**config.mk**
```make
export PLATFORM = sky130hd
export DESIGN_NAME = int_ctrl8
export DESIGN_NICKNAME = d
export VERILOG_FILES = /design/src/rtl/int_ctrl8.sv
export SDC_FILE = /design/constraint.sdc
export NUM_CORES = 1
export LEC_CHECK = 0
export CORE_ASPECT_RATIO = 0.75
export CORE_UTILIZATION = 51
export DETAILED_ROUTE_END_ITERATION = 16
export PLACE_DENSITY = 0.9
export SLEW_MARGIN = 20
export SYNTH_ARGS = -nofsm -noshare
export SYNTH_HDL_FRONTEND = slang
export SYNTH_SLANG_ARGS = --single-unit
```
**constraint.sdc**
```tcl
create_clock -name clk -period 2.8 [get_ports clk]
set_input_delay 0.28 -clock clk [delete_from_list [all_inputs] [get_ports clk]]
set_output_delay 0.28 -clock clk [all_outputs]
set_load 0.02 [all_outputs]
```
**src/rtl/int_ctrl8.sv**
```systemverilog
// Eight-source interrupt controller. Rising edges on the sources are latched as pending bits
// and presented one at a time through a request / acknowledge / end-of-interrupt handshake.
module int_ctrl8 #(
   parameter int PRIO_MODE = 0
) (
   input  logic       clk,
   input  logic       rst,
   input  logic [7:0] irq_in,
   input  logic       mask_we,
   input  logic [7:0] mask_in,
   input  logic       int_ack,
   input  logic       eoi,
   output logic       int_req,
   output logic [2:0] int_id,
   output logic       in_service,
   output logic [7:0] pending
);

   // Handshake: int_req stays high with int_id stable until int_ack (accept)
   // or until the presented source becomes masked (withdrawal).
   typedef enum logic [1:0] {IDLE, REQ, SERVICE} state_t;

   state_t     state;
   logic [7:0] irq_q;
   logic [7:0] mask;
   logic [7:0] eligible;
   logic [7:0] rise;
   logic [7:0] clr;
   logic [2:0] last;
   logic [2:0] base;
   logic [2:0] idx;
   logic [2:0] winner;
   logic       found;

   assign rise     = irq_in & ~irq_q;
   assign eligible = pending & ~mask;
   assign clr      = (state == REQ && int_ack) ? (8'd1 << int_id) : 8'd0;

   // A base of 0 makes the descending search 7..0, which is the fixed order.
   assign base = (PRIO_MODE != 0) ? last : 3'd0;

   always_comb begin
      winner = 3'd0;
      found  = 1'b0;
      idx    = 3'd0;
      for (int k = 1; k <= 8; k++) begin
         idx = base - 3'(k);
         if (!found && eligible[idx]) begin
            winner = idx;
            found  = 1'b1;
         end
      end
   end

   // A new edge in the same cycle as the acknowledge clear keeps the bit set.
   always_ff @(posedge clk or posedge rst) begin
      if (rst) begin
         irq_q   <= 8'h00;
         mask    <= 8'h00;
         pending <= 8'h00;
      end else begin
         irq_q   <= irq_in;
         pending <= (pending & ~clr) | rise;
         if (mask_we)
            mask <= mask_in;
      end
   end

   always_ff @(posedge clk or posedge rst) begin
      if (rst) begin
         state      <= IDLE;
         int_req    <= 1'b0;
         int_id     <= 3'd0;
         in_service <= 1'b0;
         last       <= 3'd0;
      end else begin
         case (state)
            IDLE: begin
               if (eligible != 8'h00) begin
                  state   <= REQ;
                  int_id  <= winner;
                  int_req <= 1'b1;
               end
            end
            REQ: begin
               if (int_ack) begin
                  state      <= SERVICE;
                  int_req    <= 1'b0;
                  in_service <= 1'b1;
               end else if (!eligible[int_id]) begin
                  state   <= IDLE;
                  int_req <= 1'b0;
               end
            end
            SERVICE: begin
               if (eoi) begin
                  state      <= IDLE;
                  in_service <= 1'b0;
                  last       <= int_id;
               end
            end
            default: begin
               state      <= IDLE;
               int_req    <= 1'b0;
               in_service <= 1'b0;
            end
         endcase
      end
   end

endmodule

```
==> results.ini, run 1 <==
[timing]
setup_violations=0
fin_crit_sh=0.675
fin_setup_tns_ns=0
finalCriticalPeriod_ns=1.89
slew_violations=0
finalHoldWorstSlack_ns=0.326
maxSlewHeadroom=0.697
hold_viol=0
rsz0062_at_grt=false
max_freq_mhz=529
tightest_slew_ns=0.453
worst_slack_ns=0.909
skew_ns=0.00604

[status]
outcome=completed

[yosys]
mappedNetlistNets=139
synth-warning-count=0
async_flop_share=1.00
synthDistinctLibCells=29
synthCells=118
synth_top_area_frac=0.570
synth_area_leaders=dfrtp_1 57%, mux2_1 6.6%, nand2b_1 5.1%, o21ai_0 3.3%, o21ai_1 2.9%
synth_enable_flop_cells=0
syn_area_sq_um=1360
seq_area_frac_synth=0.570
synth-main-ff-cell=dfrtp_1
syn_avg_cell_area_sq_um=11.5
ys_ff_latch=31
yosysTopAreaCell=dfrtp_1
ys_top_cells_by_count=31 x dfrtp_1, 11 x nand2b_1, 10 x inv_1
yosysMostFrequentCell=dfrtp_1

[clock_network]
clk-insertion-delay-late_ns=0.34
ctsHoldBuffers=0
numCtsBuffers=5
ctsLongestPathBuffers=2
path_clk_slew_ns=0.10
cts_tree=done
cts_repair_resize_count=0
post_cts_buffers=0
htreeDepth=2
root_buffer=clkbuf_4
cts.sinks=31

[cells_and_area]
drive_gt1_frac=0.0886
fin_cells=192
fillers=205
finalInstanceArea_sq_um=1810
final_nets=178
ff_latch_area_sq_um=776
multi_input_area_sq_um=533
diodes=0
final_util=0.755
area.growth.synth_to_final_pct=33.2

[critical_path]
critical_path_buf_inv_count=1
critPathKind=register to primary output
required_ns=2.52
crit_chain=clkdlybuf4s50_1
path_delay_family=buffers and inverters
cp_slowest_stage_delay_ns=0.68
arrival_ns=1.61
slowest_stage=clkdlybuf4s50_1
worstSetupEndpointType=primary output
path_max_fanout=12
critPathLaunchType=register

[die]
die_w_um=61.7
rows=15
core-area_sq_um=2400
dieArea_sq_um=2880
ios=34
die_h_um=46.7
initial_core_util=0.567

[placed_design]
hpwl_um=2210
preCtsSetupSlack_ns=1.13
placed_cell_area_sq_um=1730
routabilityCongestion=0.823
io_buffers=33
dpl.cell_count=184

[drt]
dr.max_layer_used=met4
first_pass_iters=4
vias=1057
drtIter0Drc=83
final_antenna_net_count=0
drcViolationCount=0
dr_wl_met3_um=174
avgRoutedWirePerCell_um=15.9
viasPerCell=5.51
wl_met2_um=1470
wirelength_met1_um=1340
wl_um=3060

[global_routing]
antenna_found_initial=0
grt_max_degree=32
grt-ovfl-total=0
grt_pass1_wl_um=4980
grt_pass1_vias=1058
grt_usage=0.254

[power]
power_density_nw_per_um2=932
finalPower_mw=1.69
ir_drop_mv=0.431
p_leak_nw=0.773

[worst_hold_path]
min_path_type=input pin to asynchronous set/reset pin

[job]
drv_cap=0

## path summary, 6_finish.rpt
| kind | from | endpoint | slack, ns | cells past startpoint |
|---|---|---|---|---|
| hold / removal | rst | irq_q[1] | 0.33 | 3 |
| setup / recovery | int_id[0] | int_id[0] | 0.91 | 1 |
| hold reg to reg | irq_q[0] | pending[0] | 0.41 | 1 |
| min in group clk | irq_in[0] | irq_q[0] | 0.40 | 1 |
| max in group asynchronous | rst | pending[7] | 2.19 | 3 |
| setup reg to reg | int_id[0] | int_req | 1.09 | 4 |
## cell type report
class                           instances  share of cell area
Clock buffer                            6              0.0283
Inverter                               10              0.0207
Tap cell                               34              0.0235
Clock inverter                          2              0.0193
Sequential cell                        31               0.428
Timing Repair Buffer                   34               0.186
Multi-Input combinational cell         75               0.294
## routing by layer
layer	GRT usage	up-vias
met1	0.319	514
met5	0	-
li1	-	494
met3	0.0606	8
met2	0.424	41
met4	0.120	0
## cells in the final DEF, fill, tap and decap left out
cell type	instances
a211o_1	1
a21o_1	1
a21oi_1	2
a22o_1	2
a2bb2oi_2	1
and3b_1	1
and4b_1	1
buf_4	1
bufinv_16	1
clkbuf_4	5
clkbuf_8	1
clkdlybuf4s50_1	33
clkinv_2	1
dfrtp_1	31
inv_1	10
mux2_1	8
mux4_2	1
nand2_1	6
nand2b_1	11
nand3_1	1
nand4_1	1
nor2_1	3
nor2b_1	6
nor3b_1	1
nor4b_1	1
nor4bb_1	2
o211ai_1	1
o21ai_0	9
o21ai_1	8
o21ai_2	1
o2bb2ai_1	1
o31ai_1	3
or4_4	2
## kinds of logic after synthesis
family          after synthesis  share of synthesized area
compound gates               30                      0.141
buf+inv                      12                     0.0386
flops                        31                      0.570
mux                           9                     0.0827
simple gates                 36                      0.168
## power breakdown
part	switching, mW	internal [mW]	total, mW
sequential	0.141	0.549	0.691
combinational	0.304	0.328	0.631
clock	0.158	0.211	0.369
total	0.603	1.09	1.69
## state kept, by name (all words and copies together), names as in the netlist
register,count
mask,8
int_id,3
pending,8
irq_q,8
state,2
int_req,1
in_service,1
Note: power is estimated with default switching activity, not from simulation.
==> run 2: changes to the inputs <==
- CORE_UTILIZATION: 51 -> 43
- PLACE_DENSITY: 0.9 -> 0.82
- clock period: 2.8 -> 1.6 ns (I/O delays scaled with it)
==> run 2 against run 1 <==
  * Utilization is 12 points lower
  * Clock-buffer cell count stayed put
  * Worst hold slack worse by 0.080 ns
  * Combinational power is 98% higher
  * Via count is 1.2% higher
  * Worst setup slack worse by 0.88 ns
  * Clock skew is 0.00059 ns lower
==> results.ini, run 2 (same netlist as run 1, synthesis figures left out) <==
[status]
outcome=completed

[critical_path]
critPathKind=register to register
critPathLaunchType=register
crit_chain=nor2b_1 -> or4_4 -> o21ai_4 -> a22o_1
critical_path_buf_inv_count=0  ; -1
required_ns=1.82  ; -0.70 ns
path_max_fanout=4  ; -8
slowest_stage=or4_4
path_delay_family=simple AND/OR/NAND/NOR gates
worstSetupEndpointType=register
cp_slowest_stage_delay_ns=0.57  ; -0.11 ns
arrival_ns=1.79  ; +0.18 ns

[placed_design]
routabilityCongestion=0.928  ; +13%
hpwl_um=2250  ; +1.7%
dpl.cell_count=194  ; +5.4%
io_buffers=33  ; unchanged

[global_routing]
grt_max_degree=32  ; unchanged
grt-ovfl-total=0  ; unchanged
grt_usage=0.219  ; -0.0350
antenna_found_initial=0  ; unchanged
grt_pass1_wl_um=5110  ; +2.5%
grt_pass1_vias=1096  ; +3.6%

[power]
seqPwrFrac=0.361  ; -0.047
clockPowerShare=0.249  ; +0.031
comb_power_share=0.390  ; +0.017
switchingPower_mw=1.09  ; +81%
swShare=0.341  ; -0.0154
p_int_mw=2.11  ; +94%
power_density_nw_per_um2=1680  ; +80%
p_leak_nw=0.813  ; +5.2%
ir_drop_mv=0.805  ; +87%

[clock_network]
path_clk_slew_ns=0.07  ; -0.03 ns
root_buffer=clkbuf_8
numCtsBuffers=5  ; unchanged
cts_tree=done
ctsLongestPathBuffers=2  ; unchanged
htreeDepth=2  ; unchanged
ctsHoldBuffers=0  ; unchanged
cts.sinks=31  ; unchanged
clk-insertion-delay-late_ns=0.29  ; -0.05 ns

[timing]
fin_setup_tns_ns=0  ; unchanged
hold_viol=0  ; unchanged
finalCriticalPeriod_ns=1.57
fin_crit_sh=0.982
maxSlewHeadroom=0.701  ; +0.00357
slew_violations=0  ; unchanged
rsz0062_at_grt=true
setup_violations=0  ; unchanged
max_freq_mhz=636
skew_ns=0.00546  ; -0.000588 ns
tightest_slew_ns=0.447  ; -0.00558 ns

[cells_and_area]
mostFrequentLayoutCells=31 x clkdlybuf4s50_1, 30 x dfrtp_1, 11 x nand2b_1
final_nets=184  ; +3.4%
area.growth.synth_to_final_pct=39.9
drive_gt1_frac=0.128  ; +0.0394
reg_top3=irq_q x8, mask x8, pending x8
fillers=247  ; +20%
fin_cells=202  ; +5.2%
diodes=0  ; unchanged
final_common_cell=clkdlybuf4s50_1

[drt]
wl_um=3030  ; -0.69%
drtIter0Drc=69  ; -17%
final_antenna_net_count=0  ; unchanged
avgRoutedWirePerCell_um=15.0  ; -5.6%
first_pass_iters=4  ; unchanged
vias=1070  ; +1.2%
drcViolationCount=0  ; unchanged
viasPerCell=5.30  ; -3.8%

[die]
core-area_sq_um=2980  ; +24%
dieArea_sq_um=3400  ; +18%
ios=34  ; unchanged
rows=17  ; +2
initial_core_util=0.457  ; -0.110
die_h_um=50.7  ; +8.5%
die_w_um=67.0  ; +8.6%

[job]
drv_cap=0  ; unchanged

[worst_hold_path]
min_path_type=input pin to asynchronous set/reset pin

-- run 2: stage by stage --
step | utilization | setup slack, ns | total power, mW | hold WS (ns) | area (sq um)
final | 0.639 | 0.0286 | 3.20 | 0.245 | 1900
after global routing | 0.639 | -0.0159 | 3.39 | 0.302 | 1900
after global placement | 0.597 | 0.0789 | 2.35 | 0.394 | 1780
after detailed placement | 0.597 | 0.0267 | 2.40 | 0.405 | 1780
after floorplan | - | -0.0104 | 1.87 | 0.191 | 1360
after CTS | 0.636 | 0.000736 | 3.20 | 0.256 | 1890
-- run 2: power by group through the flow --
stage	Combinational [mW]	Clock [mW]	Sequential [mW]
after floorplan	0.587	0	1.28
after global placement	1.21	0	1.14
after detailed placement	1.23	0	1.17
after CTS	1.23	0.813	1.15
after global routing	1.35	0.856	1.19
final	1.25	0.797	1.16
-- run 2: worst reg2reg max path, stage by stage (launching register included) --
cell     delay, ns
dfrtp_1       0.40
nor2b_1       0.16
or4_4         0.57
o21ai_4       0.19
a22o_1        0.18
-- run 2: per-layer routing --
metal / up-vias / track usage / share of wire
met1: 524 / 0.281 / 0.44
met4: 0 / 0.103 / 0.016
met3: 7 / 0.0886 / 0.054
met2: 33 / 0.322 / 0.49
met5: - / 0 / 0
li1: 506 / - / -
-- run 2: worst paths after layout --
| path | to | cells past startpoint | from | slack (ns) |
|---|---|---|---|---|
| worst min-delay path | irq_q[1] | 3 | rst | 0.25 |
| worst max register to register | int_id[2] | 4 | pending[5] | 0.03 |
| worst max-delay path | int_id[2] | 4 | pending[5] | 0.03 |
| min in group clk | irq_q[7] | 1 | irq_in[7] | 0.33 |
| max in group asynchronous | int_id[0] | 3 | rst | 1.05 |
| worst min register to register | pending[3] | 1 | irq_q[3] | 0.41 |
-- run 2: area by class of cell --
cell class / instances / area [sq um] / area share
clock buffer: 6 / 82.6 / 0.0434
clock inverter: 2 / 35.0 / 0.0184
inverter: 10 / 37.5 / 0.0197
multi-input combinational: 75 / 541 / 0.284
sequential: 31 / 777 / 0.408
tap: 38 / 47.5 / 0.0250
timing repair buffer: 40 / 384 / 0.202
-- run 2: timing repair --
action | in CTS | in global routing
resized for setup | 1 | 2
buffers inserted | 0 | 0
endpoints found under the setup margin | 1 | 5
pin swaps | 0 | 1
endpoints found under the hold margin | 0 | 0
